**src/rtl/mem_bus_buffer.sv**
```systemverilog
// FIFO-backed memory data bus driver: queues ALU words and drives them when the bus is free.
// Define MBUF_BUS_HOLD_EN to keep the last popped word on mdat_out while the bus is not driven.
module mem_bus_buffer #(
    parameter int WIDTH = 8,
    parameter int DEPTH = 4
) (
    input  logic                       clk,
    input  logic                       rst_n,
    input  logic                       mrd,
    input  logic                       fetch,
    input  logic                       clk2,
    input  logic                       wr_valid,
    input  logic [WIDTH-1:0]           wr_data,
    output logic                       wr_ready,
    output logic [WIDTH-1:0]           mdat_out,
    output logic                       mdat_oe,
    input  logic [WIDTH-1:0]           mdat_in,
    output logic [WIDTH-1:0]           rd_data,
    output logic                       rd_valid,
    output logic [$clog2(DEPTH+1)-1:0] count,
    output logic                       full,
    output logic                       empty,
    output logic                       overflow
);

    localparam int AW = $clog2(DEPTH);
    localparam int CW = $clog2(DEPTH+1);

    logic [WIDTH-1:0] r_mem [DEPTH];
    logic [AW-1:0]    r_wptr;
    logic [AW-1:0]    r_rptr;
    logic [CW-1:0]    r_count;
    logic             r_full;
    logic             r_empty;
    logic             r_wr_ready;
    logic [WIDTH-1:0] r_mdat_out;
    logic             r_mdat_oe;
    logic [WIDTH-1:0] r_rd_data;
    logic             r_rd_valid;
    logic             r_overflow;

    logic             w_win;
    logic             w_push;
    logic             w_pop;
    logic [CW-1:0]    w_count_nxt;

    assign w_win  = ~(mrd | fetch | clk2);
    // Status comes from the registered count, so a pop while full cannot make room this cycle.
    assign w_push = wr_valid & ~r_full;
    assign w_pop  = w_win & ~r_empty;

    always_comb begin
        w_count_nxt = r_count;
        case ({w_push, w_pop})
            2'b10:   w_count_nxt = r_count + CW'(1);
            2'b01:   w_count_nxt = r_count - CW'(1);
            default: w_count_nxt = r_count;
        endcase
    end

    always_ff @(posedge clk) begin
        if (w_push) begin
            r_mem[r_wptr] <= wr_data;
        end
    end

    always_ff @(posedge clk or negedge rst_n) begin
        if (!rst_n) begin
            r_wptr     <= '0;
            r_rptr     <= '0;
            r_count    <= '0;
            r_full     <= 1'b0;
            r_empty    <= 1'b1;
            r_wr_ready <= 1'b1;
            r_overflow <= 1'b0;
        end else begin
            if (w_push) begin
                r_wptr <= r_wptr + AW'(1);
            end
            if (w_pop) begin
                r_rptr <= r_rptr + AW'(1);
            end
            r_count    <= w_count_nxt;
            r_full     <= (w_count_nxt == CW'(DEPTH));
            r_empty    <= (w_count_nxt == '0);
            r_wr_ready <= (w_count_nxt != CW'(DEPTH));
            if (wr_valid && r_full) begin
                r_overflow <= 1'b1;
            end
        end
    end

    always_ff @(posedge clk or negedge rst_n) begin
        if (!rst_n) begin
            r_mdat_out <= '0;
            r_mdat_oe  <= 1'b0;
        end else begin
            r_mdat_oe <= w_pop;
            if (w_pop) begin
                r_mdat_out <= r_mem[r_rptr];
            end else begin
`ifdef MBUF_BUS_HOLD_EN
                r_mdat_out <= r_mdat_out;
`else
                r_mdat_out <= '0;
`endif
            end
        end
    end

    always_ff @(posedge clk or negedge rst_n) begin
        if (!rst_n) begin
            r_rd_data  <= '0;
            r_rd_valid <= 1'b0;
        end else begin
            r_rd_valid <= mrd;
            if (mrd) begin
                r_rd_data <= mdat_in;
            end
        end
    end

    assign wr_ready = r_wr_ready;
    assign mdat_out = r_mdat_out;
    assign mdat_oe  = r_mdat_oe;
    assign rd_data  = r_rd_data;
    assign rd_valid = r_rd_valid;
    assign count    = r_count;
    assign full     = r_full;
    assign empty    = r_empty;
    assign overflow = r_overflow;

endmodule

```
**config.mk**
```make
export PLATFORM = sky130hd
export DESIGN_NAME = mem_bus_buffer
export DESIGN_NICKNAME = d
export VERILOG_FILES = /design/src/rtl/mem_bus_buffer.sv
export SDC_FILE = /design/constraint.sdc
export NUM_CORES = 1
export LEC_CHECK = 0
export BUFFER_PORTS_ARGS = -buffer_cell sky130_fd_sc_hd__buf_4
export CAP_MARGIN = 20
export CORE_MARGIN = 2
export CORE_UTILIZATION = 53
export CTS_CLUSTER_DIAMETER = 100
export DETAILED_ROUTE_END_ITERATION = 10
export GPL_TIMING_DRIVEN = 0
export HOLD_SLACK_MARGIN = 0.08
export PLACE_DENSITY_LB_ADDON = 0.15
export SYNTH_ARGS = -nofsm -noshare
export SYNTH_HDL_FRONTEND = slang
export SYNTH_SLANG_ARGS = --single-unit
```
**constraint.sdc**
```tcl
create_clock -name clk -period 2.9 [get_ports clk]
set_clock_uncertainty 0.15 [all_clocks]
set_input_delay 0.435 -clock clk [delete_from_list [all_inputs] [get_ports clk]]
set_output_delay 0.435 -clock clk [all_outputs]
set_load 0.005 [all_outputs]
```
# Yosys cells after proc, flatten, opt, wreduce, memory -nomap -nowiden

Memory sizes are Yosys's and may differ from the RTL's.
Index checks and enable logic that the tools add are counted.

Register bits: 29
Bits in latches: 0
Memory bits (writable): 32
Bits in read-only memories: 0
Input bits: 22
Output and inout port bits: 25
Word-level logic and storage cells: 33
Memories: 1

Add/sub/neg operators: 4
Multiply operators: 0
Div/mod/pow operators: 0
Order comparisons: 0
Eq/ne operators: 4
Shifts and indexed selects: 0
Multiplexer cells: 4
Bitwise logic cells: 7
Reductions and logical operators: 2

Memories:

| memory | depth | bits a word | read ports | clocked after Yosys merged registers in | wr ports | line | source |
|---|---|---|---|---|---|---|---|
| r_mem  | 4     | 8           | 1          | 0                                       | 1        | 29   | `logic [WIDTH-1:0] r_mem [DEPTH];` |

Operator list:

| kind                  | number |
|---|---|
| $mux W8               | 1 |
| $pmux W3 S2           | 1 |
| $add A2 B1 Y2 const B | 2 |
| $add A3 B1 Y3 const B | 1 |
| $eq A3 B3 Y1 const B  | 1 |
| $logic_not A3 Y1      | 1 |
| $ne A3 B3 Y1 const B  | 1 |
| $not A1 Y1            | 3 |
| $sub A3 B1 Y3 const B | 1 |
| $and A1 B1 Y1         | 2 |
| $eq A2 B1 Y1 const B  | 1 |
| $eq A2 B2 Y1 const B  | 1 |
| $mux W1               | 2 |
| $or A1 B1 Y1          | 2 |
| $logic_and A1 B1 Y1   | 1 |

# Longest topological paths before layout

Gate-level depths: netlist of the first run.

Depth in word-level cells: 7
Mapped depth: 9
Gate-level depth less buffers: 8

# Least setup slack after synthesis of the first run

OpenSTA, ideal clock, no wires.

Path kind: input to register
Start point: in mrd
End point: reg r_empty, in the netlist empty
Library setup time: 0.078 ns
Data arrival time: 2.256 ns
Data required time: 2.672 ns
Setup slack: 0.416 ns
Cell stages on the path: 9
Buffers on the path: 2
Path through: buf_2 nor4_2 buf_4 ha_1 inv_1 fa_1 xor2_1 or3_1 and3_1

Word-level cells in the longest chain between the ends: 7
Elaborated cells on any way between the ends: 8
Classes of those cells: 2 x eq/ne; 1 x mux; 4 x bitwise; 1 x reduce/logical

RTL lines:

| what                                                | line | source |
|---|---|---|
| start, declared                                     | 9    | `input logic mrd,` |
| $or A1 B1 Y1 * (2 in series)                        | 47   | `assign w_win = ~(mrd \| fetch \| clk2);` |
| $not A1 Y1 *                                        | 47   |  |
| $and A1 B1 Y1 *                                     | 50   | `assign w_pop = w_win & ~r_empty;` |
| named net w_pop                                     | 44   | `logic w_pop;` |
| $eq A2 B1 Y1 / $eq A2 B2 Y1 (equally long branches) | 54   | `case ({w_push, w_pop})` |
| $pmux W3 S2 *                                       | 54   |  |
| $logic_not A3 Y1 *                                  | 85   | `r_empty <= (w_count_nxt == '0);` |
| end signal, assigned                                | 85   |  |
| end, declared                                       | 34   | `logic r_empty;` |

The timed path passes the listed nets; every way through them passes the cells marked *.
A chain may end at the register's enable or synchronous reset.

# Worst setup path after layout of the first run

Ends and elaborated chain as after synthesis.

==> metrics, run 1 <==
status finished clean; Final Hold Violating Endpoints 0; Post-Syn Nets 157; fmax 405 MHz; Pins Over Slew Limit 0; Least-Margin Pin Slew 0.446 ns; relative slew slack 0.703; setup violators final 0; combinational power share 0.251; Period minus WS final 2.47 ns; Worst-path clk slew 0.06 ns; first-pass GRT wire length 6070 µm; Worst setup EP type register; ant diodes 0; Req. time, crit path 3.02 ns; Final period util 0.852; Synth Flop Type edfxtp_1; gate count of the mapped netlist 129; Buffers & Inverters on Critical Path 4; die height 70.4 µm; FF/Latch Area 1690 µm²; CTS tree done; CP cell instances buf_4 > buf_2 > nor4_2 > buf_4 > ha_1 > inv_1 > fa_1 > xor2_1 > or3_1 > and3_1; grt total ovfl 0; Post-DP HPWL 2470 µm; Placed Cells 227; Yosys warnings 0; Clk pwr share 0.293; Yosys top cell by area edfxtp_1; cell mode on critical path buf_4; Hold WC Path Type in2reg; Post-Route Setup TNS 0 ns; Top delay family on crit path simple AND/OR/NAND/NOR gates; Sw Pwr 676 µW; CTS Sinks 61; Post-synth EDFFs 32; Leak Pwr 1.26 nW; CP Data Arrival Time 2.59 ns; GPL Wtd Cong 0.708; Port Buffer Count 46; ANT nets after route 0; io pins 47; Via density 5.08; drt drc 0; final layout net count 216; vias in the first global route 1262; layout cell share with drive strength beyond 1 0.430; Multi-input gate area 588 µm²; synthesized area 2340 µm²; power share of the sequential group 0.455; count of cell types in the netlist 28; Synth top area share 0.411; FF+latch count, synth 61; worst vdd ir 0.000585 V; internal cell power 1.93 mW; setup slack after layout 0.429 ns; Max Cap Viol 0; Max stage delay on crit path 0.38 ns; Initial Utilization 0.544; core area 4290 µm²; crit start category input port; RSZ-0062 raised after global routing false; area delta synth->final 27.4%; Routed WL 3650 µm; slowest CP cell fa_1; via count 1244; wire per inst 14.9 µm; Clock Tree Buf Depth 2; Root Buffer clkbuf_8; Post-synth ARST share 0.475; clk_lat worst skew 0.33 ns; TritonRoute pass-1 iters 4; Power Density 875 nW/µm²; overall fraction of global-route tracks in use 0.177; final core occ 0.693; Num CTS Buffers 9; Die W 70.4 µm; largest net degree at the start of global routing 30; Syn Area/Cell 18.1 µm²; Design Area, Final 2980 µm²; number of fillers in the final layout 287; most frequent cells in the layout buf_4, edfxtp_1, dfrtp_1, and2_1, clkbuf_8; Min Hold Slack 0.148 ns; H-tree levels 3; crit path kind in2reg; DP Worst Slack 0.0391 ns; Die ar. 4950 µm²; Sw Share 0.260; Placement Cell Area 2750 µm²; fin cells 245; total power 2.60 mW; worst-path fanout max 11; Area contributors post-synth edfxtp_1, dfrtp_1, mux4_2, mux2_2, and2_1; antenna violations before repair 0; iteration-0 DRC count of the detailed router 43; Seq/Total Area, Yosys 0.723; commonest non-fill, non-tap cell in the layout buf_4; num rows 24
==> per-layer routing <==
| layer | global-route usage | share of wire |
|---|---|---|
| met4 | 0.109 | 0.021 |
| met2 | 0.281 | 0.53 |
| met1 | 0.196 | 0.38 |
| met3 | 0.0750 | 0.075 |
| met5 | 0 | 0 |
==> final timing paths <==
check / start / to / slack (ns) / cells past startpoint
hold reg to reg: overflow$_DFFE_PN0P_ / overflow$_DFFE_PN0P_ / 0.33 / 1
max in group asynchronous: rst_n / wr_ready$_DFF_PN1_ / 1.89 / 2
setup / recovery: mrd / empty$_DFF_PN1_ / 0.43 / 10
min in group asynchronous: rst_n / count[2]$_DFF_PN0_ / 0.41 / 2
hold / removal: wr_data[5] / r_mem[2][5]$_DFFE_PP_ / 0.15 / 1
setup reg to reg: empty$_DFF_PN1_ / empty$_DFF_PN1_ / 0.54 / 8
==> state kept, by name (all words and copies together), names as in the netlist <==
| name | flops |
|---|---|
| wr_ready | 1 |
| r_wptr | 2 |
| r_rptr | 2 |
| empty | 1 |
| mdat_out | 8 |
| count | 3 |
| rd_data | 8 |
| r_mem | 32 |
| full | 1 |
| overflow | 1 |
| rd_valid | 1 |
| mdat_oe | 1 |
==> final cells by class <==
cell class / instances / area share
inverters: 7 / 0.00883
flip-flops and latches: 61 / 0.567
plain buffers: 5 / 0.0109
well taps: 52 / 0.0219
multi-input cells: 56 / 0.198
repair buffers: 48 / 0.123
clock inverters: 4 / 0.0147
clock buffers: 12 / 0.0559
==> power groups by stage <==
stage / registers [mW] / logic (mW) / clock network [mW]
global route: 1.20 / 0.734 / 0.834
detailed placement: 1.20 / 0.664 / 0
global placement: 1.19 / 0.632 / 0
floorplan: 1.19 / 0.432 / 0
CTS: 1.19 / 0.670 / 0.791
finish: 1.19 / 0.655 / 0.764
==> worst register-to-register path: stages (launching register included) <==
cell	delay [ns]
dfstp_2	0.37
nor4_2	0.20
buf_4	0.24
ha_1	0.20
inv_1	0.06
fa_1	0.38
xor2_1	0.19
or3_1	0.34
and3_1	0.17
==> cell families (layout without fill, tap and decap cells) <==
kind of cell    Yosys count  count (layout)  synth area share
compound gates            6               6            0.0177
flops                    61              61             0.723
simple gates             21              21            0.0562
fa+ha+maj                 6               6            0.0354
buf+inv                  12              76            0.0252
xor+xnor                  6               6            0.0225
mux                      17              17             0.120
==> cells in the mapped netlist, types with 2 or more instances <==
master and count:
xor2_1 2, inv_1 7, mux2_2 8, ha_1 5, dfstp_2 2, edfxtp_1 32, dfrtp_1 27, xnor2_1 4
mux4_2 8, and2_1 12, o21ai_0 3, nand2_1 3
==> what timing repair did <==
item,4_1_cts,5_1_grt
resized for setup,0,0
hold endpoints to repair,28,0
hold buffers,2,0
buffers inserted,0,0
No activity file was read; power rests on OpenSTA's default activity.
==> inputs of run 2 (changes only) <==
clock period = 2.6 ns   (was 2.9 ns; I/O delays follow)
==> metrics, run 2 (synthesis results as in run 1) <==
status finished clean; crit path kind in2reg; Routed WL 3710 µm; H-tree levels 3; GPL Wtd Cong 0.708; iteration-0 DRC count of the detailed router 43; Leak Pwr 1.26 nW; worst-path fanout max 11; most frequent cells in the layout buf_4, edfxtp_1, dfrtp_1, and2_1, clkbuf_8; Max Cap Viol 0; commonest non-fill, non-tap cell in the layout buf_4; FF-to-FF path depth 8; Max stage delay on crit path 0.38 ns; Port Buffer Count 46; Post-DP HPWL 2470 µm; final layout net count 216; clk_lat worst skew 0.33 ns; Least-Margin Pin Slew 0.448 ns; overall fraction of global-route tracks in use 0.177; antenna violations before repair 0; number of fillers in the final layout 285; grt total ovfl 0; wire per inst 15.1 µm; worst vdd ir 0.000654 V; Via density 5.09; CTS tree done; RSZ-0062 raised after global routing false; Final period util 0.923; Power Density 974 nW/µm²; TritonRoute pass-1 iters 4; die height 70.4 µm; io pins 47; vias in the first global route 1262; Worst-path clk slew 0.06 ns; Buffers & Inverters on Critical Path 4; Worst setup EP type register; number of flip-flops in the largest register 32; Reg with most FFs r_mem; Initial Utilization 0.544; area delta synth->final 27.8%; Hold WC Path Type in2reg; Req. time, crit path 2.72 ns; critical path startpoint mrd; total power 2.91 mW; CP Data Arrival Time 2.52 ns; ANT nets after route 0; drt drc 0; Pins Over Slew Limit 0; num rows 24; Root Buffer clkbuf_8; CP cell instances buf_4 > buf_2 > nor4_4 > buf_4 > ha_1 > inv_1 > fa_1 > xor2_1 > or3_1 > and3_1; Period minus WS final 2.40 ns; largest net degree at the start of global routing 30; via count 1248; Worst Setup EP empty$_DFF_PN1_; Final Hold Violating Endpoints 0; R2R setup slack 0.27 ns; relative slew slack 0.701; crit start category input port; cell mode on critical path buf_4; RR Startpoint empty$_DFF_PN1_; Clock Tree Buf Depth 2; layout cell share with drive strength beyond 1 0.430; CP Depth 10; core area 4290 µm²; final core occ 0.695; Top delay family on crit path simple AND/OR/NAND/NOR gates; setup violators final 0; fmax 417 MHz; Worst R2R End empty$_DFF_PN1_; Num CTS Buffers 9; ant diodes 0; slowest CP cell fa_1; CTS Sinks 61; first-pass GRT wire length 6070 µm; Die W 70.4 µm; Die ar. 4950 µm²
==> run 2: metrics by stage <==
stage               hold WS [ns]  TNS, ns  std cells  instance area [µm²]  setup WS (ns)
floorplan                -0.0556        0        129                 2340          0.161
global placement           0.173   -0.240        227                 2750         -0.145
detailed placement         0.181   -0.559        227                 2750         -0.216
CTS                       0.0803        0        245                 2980          0.161
global route              0.0853        0        245                 2990         0.0430
finish                     0.103        0        245                 2990          0.199
==> run 2: worst register-to-register path, delay by kind of cell, from the launching register on <==
family	cells	cell delay, ns
xor gates and xnor gates	1	0.19
adders and majority gates	2	0.58
buffers and inverters	2	0.30
DFF	1	0.38
and+or+nand+nor	3	0.69
==> run 2: worst min path at each step <==
stage                          start                     to  cells past startpoint
after floorplan                rst_n     count[0]$_DFF_PN0_                      0
after global placement         rst_n     count[2]$_DFF_PN0_                      1
after detailed placement       rst_n     count[2]$_DFF_PN0_                      1
after CTS                 wr_data[5]  r_mem[2][5]$_DFFE_PP_                      1
after global routing      wr_data[3]  r_mem[3][3]$_DFFE_PP_                      1
final                     wr_data[5]  r_mem[2][5]$_DFFE_PP_                      1
==> run 2: timing repair <==
item | in CTS | in global routing
hold buffers | 2 | 0
hold endpoints to repair | 28 | 0
resized for setup | 0 | 1
setup buffers | 0 | 0
setup endpoints to repair | 0 | 1
==> run 2: routing by layer <==
metal  global-route usage  part of all wire  routed length, µm  up-vias
li1                     -                 -                  -      587
met1                0.196              0.37               1390      614
met2                0.281              0.53               1970       41
met3               0.0750             0.074                276        6
met4                0.109             0.020                 76        0
met5                    0                 0                  0        -
==> run 2: final cells by class <==
class                   instances  area [µm²]  area share
plain buffers                   5        32.5      0.0109
multi-input cells              56         597       0.200
clock inverters                 4        43.8      0.0147
repair buffers                 48         365       0.122
flip-flops and latches         61        1690       0.566
clock buffers                  12         166      0.0557
inverters                       7        26.3     0.00880
well taps                      52        65.1      0.0218
==> run 2: power by group <==
part / total [mW] / internal [mW] / switching, mW / leakage [nW]
combinational: 0.732 / 0.391 / 0.341 / 0.507
clock: 0.853 / 0.520 / 0.333 / 0.109
sequential: 1.32 / 1.24 / 0.0856 / 0.649
total: 2.91 / 2.15 / 0.759 / 1.26
==> inputs of run 3 (changes only) <==
ABC_AREA = 1   (was not set)
CORE_UTILIZATION = 54   (was 53)
CTS_CLUSTER_SIZE = 28   (was not set)
==> metrics, run 3 <==
ANT nets after route 0; CP cell instances dlygate4sd3_1 > buf_4 > buf_6 > nor2_4 > nand3_2 > inv_2 > ha_2 > inv_1 > fa_1 > nand2_1 > o21ai_2 > nand3_2 > a21oi_2; Clk pwr share 0.238; status finished clean; overall fraction of global-route tracks in use 0.185; most frequent cells after synthesis nor2_1, edfxtp_1, dfrtp_1; Max stage delay on crit path 0.54 ns; Post-Syn Nets 217; Worst-path clk slew 0.07 ns; Worst setup EP type register; GPL Wtd Cong 0.682; relative slew slack 0.445; Post-synth EDFFs 32; Die W 70.6 µm; Synth Flop Type edfxtp_1; Clock Tree Buf Depth 2; Pins Over Slew Limit 0; Final period util 0.949; TritonRoute pass-1 iters 4; Hold WC Path Type in2reg; Routed WL 4250 µm; gate count of the mapped netlist 189; setup violators final 0; Post-synth ARST share 0.475; core area 4320 µm²; combinational power share 0.301; Worst Hold Path EP r_mem[0][1]$_DFFE_PP_; io pins 47; num rows 24; CTS Sinks 61; largest net degree at the start of global routing 30; Req. time, crit path 2.70 ns; commonest non-fill, non-tap cell in the layout buf_4; Top delay family on crit path buffers and inverters; H-tree levels 3; Multi-input gate area 588 µm²; Initial Utilization 0.555; Yosys top cell by area edfxtp_1; Max Cap Viol 0; Least-Margin Pin Slew 0.829 ns; Buffers & Inverters on Critical Path 5; vias in the first global route 1454; worst vdd ir 0.000627 V; count leader, synth nor2_1; Seq/Total Area, Yosys 0.704; die height 70.6 µm; clk_lat worst skew 0.33 ns; Leak Pwr 1.33 nW; FF+latch count, synth 61; Synth top area share 0.401; Syn Area/Cell 12.7 µm²; first-pass GRT wire length 6710 µm; crit start category input port; synthesized area 2400 µm²; most frequent cells in the layout buf_4, nor2_1, edfxtp_1, dfrtp_1, inv_1; Final Hold Violating Endpoints 0; grt total ovfl 0; Post-Route Setup TNS 0 ns; area delta synth->final 25.1%; Root Buffer clkbuf_8; internal cell power 1.94 mW; worst-path fanout max 9; layout cell share with drive strength beyond 1 0.336; crit path kind in2reg; Via density 5.04; FF/Latch Area 1690 µm²; number of fillers in the final layout 326; Yosys warnings 0; final layout net count 276; count of cell types in the netlist 21; CP Data Arrival Time 2.57 ns; Port Buffer Count 46; final core occ 0.694; Area contributors post-synth edfxtp_1, dfrtp_1, nor2_1, mux2_2, o21ai_0; HP Start wr_data[1]; number of flip-flops in the largest register 32; R2R setup slack 0.58 ns; RR Startpoint full$_DFF_PN0_; Power Density 959 nW/µm²; fin cells 305; Num CTS Buffers 9; Placed Cells 287; Post-DP HPWL 2740 µm; CTS tree done; ant diodes 0; via count 1537; Die ar. 4990 µm²; Sw Share 0.327; wire per inst 13.9 µm; Sw Pwr 940 µW; antenna violations before repair 0; RSZ-0062 raised after global routing false; Period minus WS final 2.47 ns; Min Hold Slack 0.108 ns; fmax 405 MHz; cell mode on critical path nand3_2; Hold Path Cell Cnt 1; FF-to-FF path depth 9; Reg with most FFs r_mem; slowest CP cell dlygate4sd3_1; total power 2.88 mW; power share of the sequential group 0.461; iteration-0 DRC count of the detailed router 90; Worst R2R End full$_DFF_PN0_; drt drc 0
==> run 3: cell types whose count changed after synthesis, sizes merged, moves of 4 or more <==
cell   previous run  this run
xnor2             4         0
and2             12         0
o21ai             3        18
nor2              0        42
inv               7        20
mux4              8         0
a21oi             0        10
nand2             3        12
==> run 3: routing by layer <==
layer | track usage | wire length (µm) | vias to the layer above
met4 | 0.0734 | 54 | 0
met3 | 0.0698 | 263 | 6
met5 | 0 | 0 | -
li1 | - | - | 746
met2 | 0.310 | 2060 | 42
met1 | 0.217 | 1870 | 743
==> run 3: final cells by class <==
class,instances,area share
Buffer,6,0.0204
Multi-Input combinational cell,102,0.196
Timing Repair Buffer,48,0.122
Clock buffer,10,0.0425
Inverter,20,0.0250
Sequential cell,61,0.563
Tap cell,52,0.0217
Clock inverter,6,0.0100
==> run 3: metrics by stage <==
| stage | area (µm²) | setup WS (ns) |
|---|---|---|
| floorplan | 2400 | 0.567 |
| global placement | 2810 | 0.241 |
| detailed placement | 2810 | 0.234 |
| CTS | 2990 | 0.0271 |
| global route | 3000 | 0.0143 |
| finish | 3000 | 0.134 |
==> run 3: what timing repair did <==
action                                 CTS  global route
setup buffers                            0             0
gates resized for setup                  0             6
setup endpoints to repair                0             3
endpoints found under the hold margin   28             0
hold buffers                             2             0
==> run 3: cells by family after synthesis <==
family,Yosys count,synth area share
flops,61,0.704
simple gates,58,0.102
compound gates,29,0.0616
buf+inv,26,0.0569
mux,8,0.0376
fa+ha+maj,6,0.0344
xor+xnor,1,0.00365
==> run 3: worst max-delay path by stage <==
| stage | slack [ns] | cells past startpoint | end | start |
|---|---|---|---|---|
| finish | 0.13 | 13 | full$_DFF_PN0_ | mrd |
| floorplan | 0.57 | 11 | full$_DFF_PN0_ | mrd |
| CTS | 0.03 | 13 | full$_DFF_PN0_ | mrd |
| global placement | 0.24 | 12 | full$_DFF_PN0_ | mrd |
| detailed placement | 0.23 | 12 | full$_DFF_PN0_ | mrd |
| global route | 0.01 | 13 | full$_DFF_PN0_ | mrd |
==> run 3: power groups by stage <==
stage / clock [mW] / sequential, mW / combinational (mW)
3_3_place_gp: 0 / 1.34 / 0.829
5_1_grt: 0.740 / 1.35 / 0.983
3_5_place_dp: 0 / 1.35 / 0.849
4_1_cts: 0.700 / 1.33 / 0.856
2_1_floorplan: 0 / 1.34 / 0.535
6_report: 0.685 / 1.33 / 0.865
